**src/rtl/s_sum_accumulator.sv**
```systemverilog
// ----------------------------------------------------------------------------
// s_sum_accumulator
//
// Purpose:
//   Accumulates blocks of signed samples from an upstream adder. A block ends
//   after BLOCK_LEN samples, or earlier on a sample that has in_last set. The
//   block total, sample count and a sticky overflow flag are then held on the
//   output until the downstream side takes them. After that handshake the
//   accumulator clears and the next block starts.
//
// Parameters:
//   IN_W      - width of the signed input sample
//   ACC_W     - width of the signed accumulator (must be greater than IN_W)
//   BLOCK_LEN - maximum number of samples per block (2..255)
//
// Ports:
//   clk        in   rising-edge clock
//   rst        in   synchronous, active-high reset
//   in_valid   in   in_sum carries a sample
//   in_ready   out  a sample is accepted this cycle (ACCUM state)
//   in_sum     in   signed sample, IN_W bits
//   in_last    in   this sample ends the block (qualified by in_valid)
//   out_valid  out  block result is available (HOLD state)
//   out_ready  in   downstream consumes the result
//   out_acc    out  signed block total, ACC_W bits
//   out_count  out  number of samples in the block
//   out_ovf    out  an overflow occurred during the block
//
// Build option:
//   S_ACC_SATURATE_EN - when defined, the accumulator clamps to its signed
//                       limits on overflow. When undefined, it wraps modulo
//                       2^ACC_W. The overflow flag behaves the same in both
//                       builds.
// ----------------------------------------------------------------------------
module s_sum_accumulator #(
   parameter int IN_W      = 7,
   parameter int ACC_W     = 10,
   parameter int BLOCK_LEN = 8
) (
   input  logic             clk,
   input  logic             rst,
   input  logic             in_valid,
   output logic             in_ready,
   input  logic [IN_W-1:0]  in_sum,
   input  logic             in_last,
   output logic             out_valid,
   input  logic             out_ready,
   output logic [ACC_W-1:0] out_acc,
   output logic [7:0]       out_count,
   output logic             out_ovf
);

   typedef enum logic {
      ACCUM = 1'b0,
      HOLD  = 1'b1
   } state_t;

   localparam logic [ACC_W-1:0] ACC_MAX   = {1'b0, {(ACC_W-1){1'b1}}};
   localparam logic [ACC_W-1:0] ACC_MIN   = {1'b1, {(ACC_W-1){1'b0}}};
   localparam logic [7:0]       LEN_LIMIT = 8'(BLOCK_LEN);

   state_t           state_q, state_d;
   logic [ACC_W-1:0] acc_q,   acc_d;
   logic [7:0]       count_q, count_d;
   logic             ovf_q,   ovf_d;

   logic             accept;
   logic [ACC_W:0]   sum_ext;
   logic [ACC_W:0]   sum_wide;
   logic             step_ovf;
   logic [7:0]       count_inc;

   // The sum is one bit wider than the accumulator, so no add can lose
   // information. The two top bits differ exactly when the sum lies outside
   // the signed ACC_W range. A sum equal to either limit leaves them equal.
   assign sum_ext   = {{(ACC_W+1-IN_W){in_sum[IN_W-1]}}, in_sum};
   assign sum_wide  = {acc_q[ACC_W-1], acc_q} + sum_ext;
   assign step_ovf  = sum_wide[ACC_W] ^ sum_wide[ACC_W-1];
   assign count_inc = count_q + 8'd1;
   assign accept    = in_valid && (state_q == ACCUM);

   always_comb begin
      // NOTE: every signal gets a default before any branch. A path that
      // skipped an assignment would otherwise infer a latch.
      state_d = state_q;
      acc_d   = acc_q;
      count_d = count_q;
      ovf_d   = ovf_q;

      unique case (state_q)
         ACCUM: begin
            if (accept) begin
`ifdef S_ACC_SATURATE_EN
               // Clamp in the direction of the overflow. The next add that
               // pulls back toward zero re-enters the range naturally.
               if (step_ovf) acc_d = sum_wide[ACC_W] ? ACC_MIN : ACC_MAX;
               else          acc_d = sum_wide[ACC_W-1:0];
`else
               acc_d = sum_wide[ACC_W-1:0];
`endif
               count_d = count_inc;
               ovf_d   = ovf_q | step_ovf;
               if ((count_inc == LEN_LIMIT) || in_last) state_d = HOLD;
            end
         end
         HOLD: begin
            // The result stays frozen until it is consumed. Clearing happens
            // on the same edge, so the next block sees a fresh accumulator.
            if (out_ready) begin
               state_d = ACCUM;
               acc_d   = '0;
               count_d = '0;
               ovf_d   = 1'b0;
            end
         end
         default: state_d = ACCUM;
      endcase
   end

   // NOTE: the state registers use non-blocking assignments. Every flop then
   // samples the pre-edge values of the others, whatever the statement order.
   always_ff @(posedge clk) begin
      if (rst) begin
         state_q <= ACCUM;
         acc_q   <= '0;
         count_q <= '0;
         ovf_q   <= 1'b0;
      end else begin
         state_q <= state_d;
         acc_q   <= acc_d;
         count_q <= count_d;
         ovf_q   <= ovf_d;
      end
   end

   assign in_ready  = (state_q == ACCUM);
   assign out_valid = (state_q == HOLD);
   assign out_acc   = acc_q;
   assign out_count = count_q;
   assign out_ovf   = ovf_q;

endmodule
```
**config.mk**
```make
export PLATFORM = sky130hd
export DESIGN_NAME = s_sum_accumulator
export DESIGN_NICKNAME = d
export VERILOG_FILES = /design/src/rtl/s_sum_accumulator.sv
export SDC_FILE = /design/constraint.sdc
export NUM_CORES = 1
export LEC_CHECK = 0
export CAP_MARGIN = 0
export CORE_MARGIN = 5
export CORE_UTILIZATION = 30
export CTS_CLUSTER_SIZE = 16
export DETAILED_ROUTE_END_ITERATION = 12
export HOLD_SLACK_MARGIN = 0.06
export PLACE_DENSITY = 0.55
export REMOVE_ABC_BUFFERS = 1
export SYNTH_ARGS = -nofsm -noshare
export SYNTH_HDL_FRONTEND = slang
export SYNTH_SLANG_ARGS = --single-unit
```
**constraint.sdc**
```tcl
create_clock -name clk -period 1.9 [get_ports clk]
set_input_delay 0.19 -clock clk [delete_from_list [all_inputs] [get_ports clk]]
set_output_delay 0.19 -clock clk [all_outputs]
set_load 0.1 [all_outputs]
```
==> results of run 1 <==
[cells in the mapped netlist, types with 2 or more instances]
master and instances:
xnor2_1 5, clkbuf_1 3, a32o_1 2, a311oi_1 2, o21a_1 2, dfxtp_1 20
and3_1 3, a21oi_1 14, nand4_1 2, nand2_1 10, nor3_1 4, a22o_1 3
nand2b_1 2, a22oi_1 5, o21ai_0 6, nand3_1 4, nor2_1 28, ha_1 11
inv_1 6, a21o_1 3
[worst min path at each step]
stage	startpoint	end	slack, ns	cells past startpoint
after CTS	out_acc[7]	out_acc[7]	0.53	1
after global placement	out_acc[7]	out_acc[7]	0.50	1
after global routing	in_sum[0]	out_acc[0]	0.42	4
after detailed placement	out_acc[7]	out_acc[7]	0.51	1
after floorplan	rst	out_count[2]	0.26	1
final	in_sum[0]	out_acc[0]	0.38	4
[flip-flops by register name (all words and copies together) (netlist names)]
signal / flops
out_acc: 10
out_count: 8
out_valid: 1
out_ovf: 1
[layout make-up]
cell class | count | share of cell area [%]
multi-input combinational | 121 | 47.6
timing repair buffer | 51 | 23.0
sequential | 20 | 22.4
tap | 50 | 3.47
clock buffer | 3 | 2.29
inverter | 6 | 1.25
[power breakdown]
| group | total [uW] | switching [uW] | internal, uW |
|---|---|---|---|
| Sequential | 485 | 31.2 | 454 |
| Combinational | 689 | 448 | 241 |
| Clock | 280 | 139 | 141 |
[per-stage QoR]
step	cells	setup TNS (ns)
floorplan	147	-12.79
global route	251	-0.0828
global placement	244	-1.82
CTS	247	0
finish	251	0
detailed placement	244	-1.85
[worst reg2reg max path, delay by kind of cell, from the launching register on]
kind	cells	cell delay [ns]
AO/OA/AOI/OAI	4	0.64
adder cells (fa/ha/maj)	2	0.49
flip-flops	1	0.36
AND/OR/NAND/NOR	1	0.16
XOR/XNOR	1	0.09
buffers and inverters	1	0.04
[metal layers]
layer,global-route usage [%],vias up,part of all wire [%]
li1,-,647,-
met1,16.8,588,47
met2,21.7,29,47
met5,0,-,0
met3,2.74,4,4.7
met4,3.62,0,0.80
[cell families (layout without fill, tap and decap cells)]
logic type                 Yosys count  count (layout)  share of synthesized area, %
and+or+nand+nor                     58              58                          21.5
AOI/OAI and AO/OA                   45              45                          24.9
DFF                                 20              20                          33.2
adders and majority gates           12              12                          13.1
buffers and inverters               10              60                          3.11
xor gates and xnor gates             6               6                          4.35
[repair_timing]
action	CTS	global route
setup endpoints to repair	5	4
pin swaps	5	9
resized for setup	8	14
setup buffers	0	4
cloned	0	0
==> results.json, run 1 <==
{
  "io_buffers": 32,
  "grt_pass1_vias": 1245,
  "fin_crit_ns": 1.88,
  "cts_root_buf": "clkbuf_8",
  "rrSetupSlack_ns": 0.02,
  "yosysUniqueCellTypes": 36,
  "grt_overflow": 0,
  "final.fill_count": 381,
  "netlist.area_leader.share_pct": 33.2,
  "r2r_end": "out_ovf",
  "cp-endpoint": "out_ovf",
  "antenna_found_initial": 0,
  "setup_viol": 0,
  "fin_ws_ns": 0.0163,
  "slowest_delay_ns": 0.36,
  "rows": 23,
  "path_class": "reg2reg",
  "synthTopCellsByArea": "dfxtp_1, ha_1, nor2_1, a21oi_1, xnor2_1",
  "seqCellArea_um2": 404,
  "fin_skew_ns": 0.00444,
  "diodes": 0,
  "wl_per_cell_um": 13.4,
  "insertion_delay_ns": 0.26,
  "min_period_over_period_pct": 99.1,
  "finalHoldViolations": 0,
  "drtIter0Drc": 60,
  "grtUsageTotal_pct": 13.0,
  "ant_nets": 0,
  "clock_sinks": 20,
  "path_max_fanout": 3,
  "timing.final.max_slew_violations": 0,
  "fp.coreArea_um2": 3940,
  "leakage_uw": 0.000820,
  "rsz0062_at_grt": "true",
  "vias": 1268,
  "ios": 33,
  "ctsHtreeMaxLevel": 1,
  "dieWidth_um": 73.4,
  "cp-start-kind": "flop",
  "total_power_uw": 1450,
  "synthesis.area_um2": 1210,
  "worst_setup_path_end_kind": "flop",
  "synthArstFlopShare_pct": 0,
  "die_h_um": 73.4,
  "cts_buffer_depth": 2,
  "multi_input_area_um2": 857,
  "crit_family": "compound AO/OA/AOI/OAI gates",
  "routed_via_density": 5.05,
  "cts_tree": "yes",
  "tightestPinTransition_ns": 0.393,
  "dp_hpwl_mm": 2.50,
  "synth_flop_cell": "dfxtp_1",
  "crit_required_ns": 2.05,
  "status": "complete, no violations",
  "yosysSeqAreaShare_pct": 33.2,
  "final_cell_mix": "buf_4, nor2_1, dfxtp_1",
  "synth_edf_count": 0,
  "crit_path_start": "out_acc[0]",
  "final_common_cell": "buf_4",
  "dpl_cell_area_um2": 1640,
  "syn_inst": 151,
  "area_growth_pct": 49.2,
  "arrival_ns": 2.04,
  "drc": 0,
  "slowest_stage": "dfxtp_2",
  "cts.clk_slew.worst_paths_ns": 0.07,
  "ys_warn_count": 0,
  "drive_above_1_share_pct": 28.9,
  "die-area_um2": 5390,
  "yosysTopAreaCell": "dfxtp_1",
  "cts_made_buffers": 3,
  "synth_seq_cells": 20,
  "cap_violations": 0,
  "fin_area_um2": 1800,
  "worstReg2RegStart": "out_acc[0]",
  "avgSynthCellArea_um2": 8.00,
  "postCtsHoldBufs": 0,
  "place_congestion": 0.761,
  "nNetsFinal": 227,
  "path_cells": "ha_4 -> inv_2 -> fa_2 -> nand2b_4 -> a21oi_4 -> o31ai_2 -> a21oi_1 -> xnor2_1 -> a32o_1",
  "whs_ns": 0.376,
  "grt_max_degree": 15,
  "start_util_pct": 30.6,
  "fmax_mhz": 531,
  "critPathBufInv": 1,
  "slew_headroom_pct": 73.7,
  "ir_drop_uv": 375,
  "rr_worst_depth": 9,
  "grt_pass1_wl_mm": 5.55,
  "powerDensity_nw_per_um2": 807,
  "wirelength_mm": 3.38,
  "hp-class": "in2reg",
  "cp.depth": 9,
  "fin_util_pct": 45.7,
  "dp_slack_ns": -0.408,
  "drt-pass1-iter-count": 4
}
No activity file was read; power rests on OpenSTA's default activity.
==> run 2: changes to the inputs <==
SKIP_LAST_GASP = 1   (was default)
==> run 2 against run 1 <==
Final cell count unchanged. Wire length decreased by 0.21%. Highest routed layer unchanged. Non-clock buffer count unchanged. Combinational power about the same. Largest power group unchanged. Critical path depth unchanged.
==> results.json, run 2 (synthesis results as in run 1) <==
{
  "status": "complete, no violations",
  "clock_sinks": 20,
  "rows": 23,
  "path_max_fanout": 3,
  "slowest_stage": "dfxtp_2",
  "grtUsageTotal_pct": 13.0,
  "tightestPinTransition_ns": 0.393,
  "io_buffers": 32,
  "grt_pass1_vias": 1245,
  "fmax_mhz": 531,
  "dpl.cell_count": 244,
  "postCtsHoldBufs": 0,
  "die_h_um": 73.4,
  "ios": 33,
  "cp.depth": 9,
  "dieWidth_um": 73.4,
  "seqCellArea_um2": 404,
  "crit_family": "compound AO/OA/AOI/OAI gates",
  "die-area_um2": 5390,
  "arrival_ns": 2.04,
  "crit_required_ns": 2.05,
  "insertion_delay_ns": 0.26,
  "rr_worst_depth": 9,
  "cts.clk_slew.worst_paths_ns": 0.07,
  "hp-class": "in2reg",
  "multi_input_area_um2": 853,
  "worstReg2RegStart": "out_acc[0]",
  "path_cells": "ha_4 -> inv_2 -> fa_2 -> nand2b_4 -> a21oi_4 -> o31ai_2 -> a21oi_1 -> xnor2_1 -> a32o_1",
  "fp.coreArea_um2": 3940,
  "grt_pass1_wl_mm": 5.55,
  "dpl_cell_area_um2": 1640,
  "drtIter0Drc": 41,
  "place_congestion": 0.761,
  "cp-endpoint": "out_ovf",
  "rsz0062_at_grt": "true",
  "fin_ws_ns": 0.0168,
  "r2r_end": "out_ovf",
  "ctsHtreeMaxLevel": 1,
  "final_common_cell": "buf_4",
  "area_growth_pct": 48.9,
  "final.fill_count": 383,
  "wirelength_mm": 3.37,
  "finalHoldViolations": 0,
  "powerDensity_nw_per_um2": 807,
  "setup_viol": 0,
  "dp_slack_ns": -0.408,
  "timing.final.max_slew_violations": 0,
  "cts_root_buf": "clkbuf_8",
  "worst_setup_path_end_kind": "flop",
  "leakage_uw": 0.000820,
  "antenna_found_initial": 0,
  "diodes": 0,
  "largest_reg_flops": 10,
  "vias": 1265,
  "crit_path_start": "out_acc[0]",
  "grt_overflow": 0,
  "min_period_over_period_pct": 99.1,
  "rrSetupSlack_ns": 0.02,
  "fin_area_um2": 1800,
  "slowest_delay_ns": 0.36,
  "final_cell_mix": "buf_4, nor2_1, dfxtp_1",
  "drc": 0,
  "routed_via_density": 5.04,
  "dp_hpwl_mm": 2.50,
  "fin_skew_ns": 0.00406,
  "tns_ns": 0,
  "ir_drop_uv": 376,
  "slew_headroom_pct": 73.7,
  "drive_above_1_share_pct": 28.4,
  "cts_made_buffers": 3,
  "cap_violations": 0,
  "nNetsFinal": 227,
  "fin_crit_ns": 1.88,
  "cp-start-kind": "flop",
  "wl_per_cell_um": 13.4,
  "critPathBufInv": 1,
  "cts_buffer_depth": 2,
  "ant_nets": 0,
  "grt_max_degree": 15,
  "start_util_pct": 30.6,
  "path_class": "reg2reg",
  "cts_tree": "yes",
  "drt-pass1-iter-count": 4,
  "fin_cells": 251
}
==> run 2: worst reg2reg max path: cells and delay by family (launching register included) <==
family                     cells  cell delay, ns
adders and majority gates      2            0.49
and+or+nand+nor                1            0.16
buffers and inverters          1            0.04
xor gates and xnor gates       1            0.09
AOI/OAI and AO/OA              4            0.64
DFF                            1            0.36
==> run 2: metal layers <==
| layer | track usage (%) | routed length [um] | vias up |
|---|---|---|---|
| met5 | 0 | 0 | - |
| met4 | 3.62 | 27 | 0 |
| met3 | 2.74 | 158 | 4 |
| met2 | 21.7 | 1580 | 30 |
| met1 | 16.8 | 1600 | 584 |
| li1 | - | - | 647 |
==> run 2: how the worst min path moves through the flow <==
stage          slack (ns)            to  startpoint  depth (start not counted)
2_1_floorplan        0.26  out_count[2]         rst                          1
3_3_place_gp         0.50    out_acc[7]  out_acc[7]                          1
3_5_place_dp         0.51    out_acc[7]  out_acc[7]                          1
4_1_cts              0.53    out_acc[7]  out_acc[7]                          1
5_1_grt              0.42    out_acc[0]   in_sum[0]                          4
6_report             0.38    out_acc[0]   in_sum[0]                          4
==> run 2: layout make-up <==
type | count | area share [%]
multi-input combinational | 121 | 47.5
timing repair buffer | 51 | 23.0
sequential | 20 | 22.5
tap | 50 | 3.48
clock buffer | 3 | 2.30
inverter | 6 | 1.25
==> run 2: report_power, final <==
part	switching, uW	total (uW)	internal (uW)
combinational	445	686	240
sequential	31.2	485	454
clock	139	281	141
==> run 2: what timing repair did <==
| item | 4_1_cts | 5_1_grt |
|---|---|---|
| buffers inserted | 0 | 4 |
| resized for setup | 8 | 13 |
| setup endpoints to repair | 5 | 4 |
| pin swaps | 5 | 9 |
| gates cloned | 0 | 0 |
==> run 2: through the flow <==
step / hold WS [ns] / utilization, % / power (uW)
after floorplan: 0.259 / - / 953
after global placement: 0.498 / 41.5 / 1130
after detailed placement: 0.511 / 41.5 / 1140
after CTS: 0.528 / 43.4 / 1430
after global routing: 0.422 / 45.6 / 1530
final: 0.376 / 45.6 / 1450
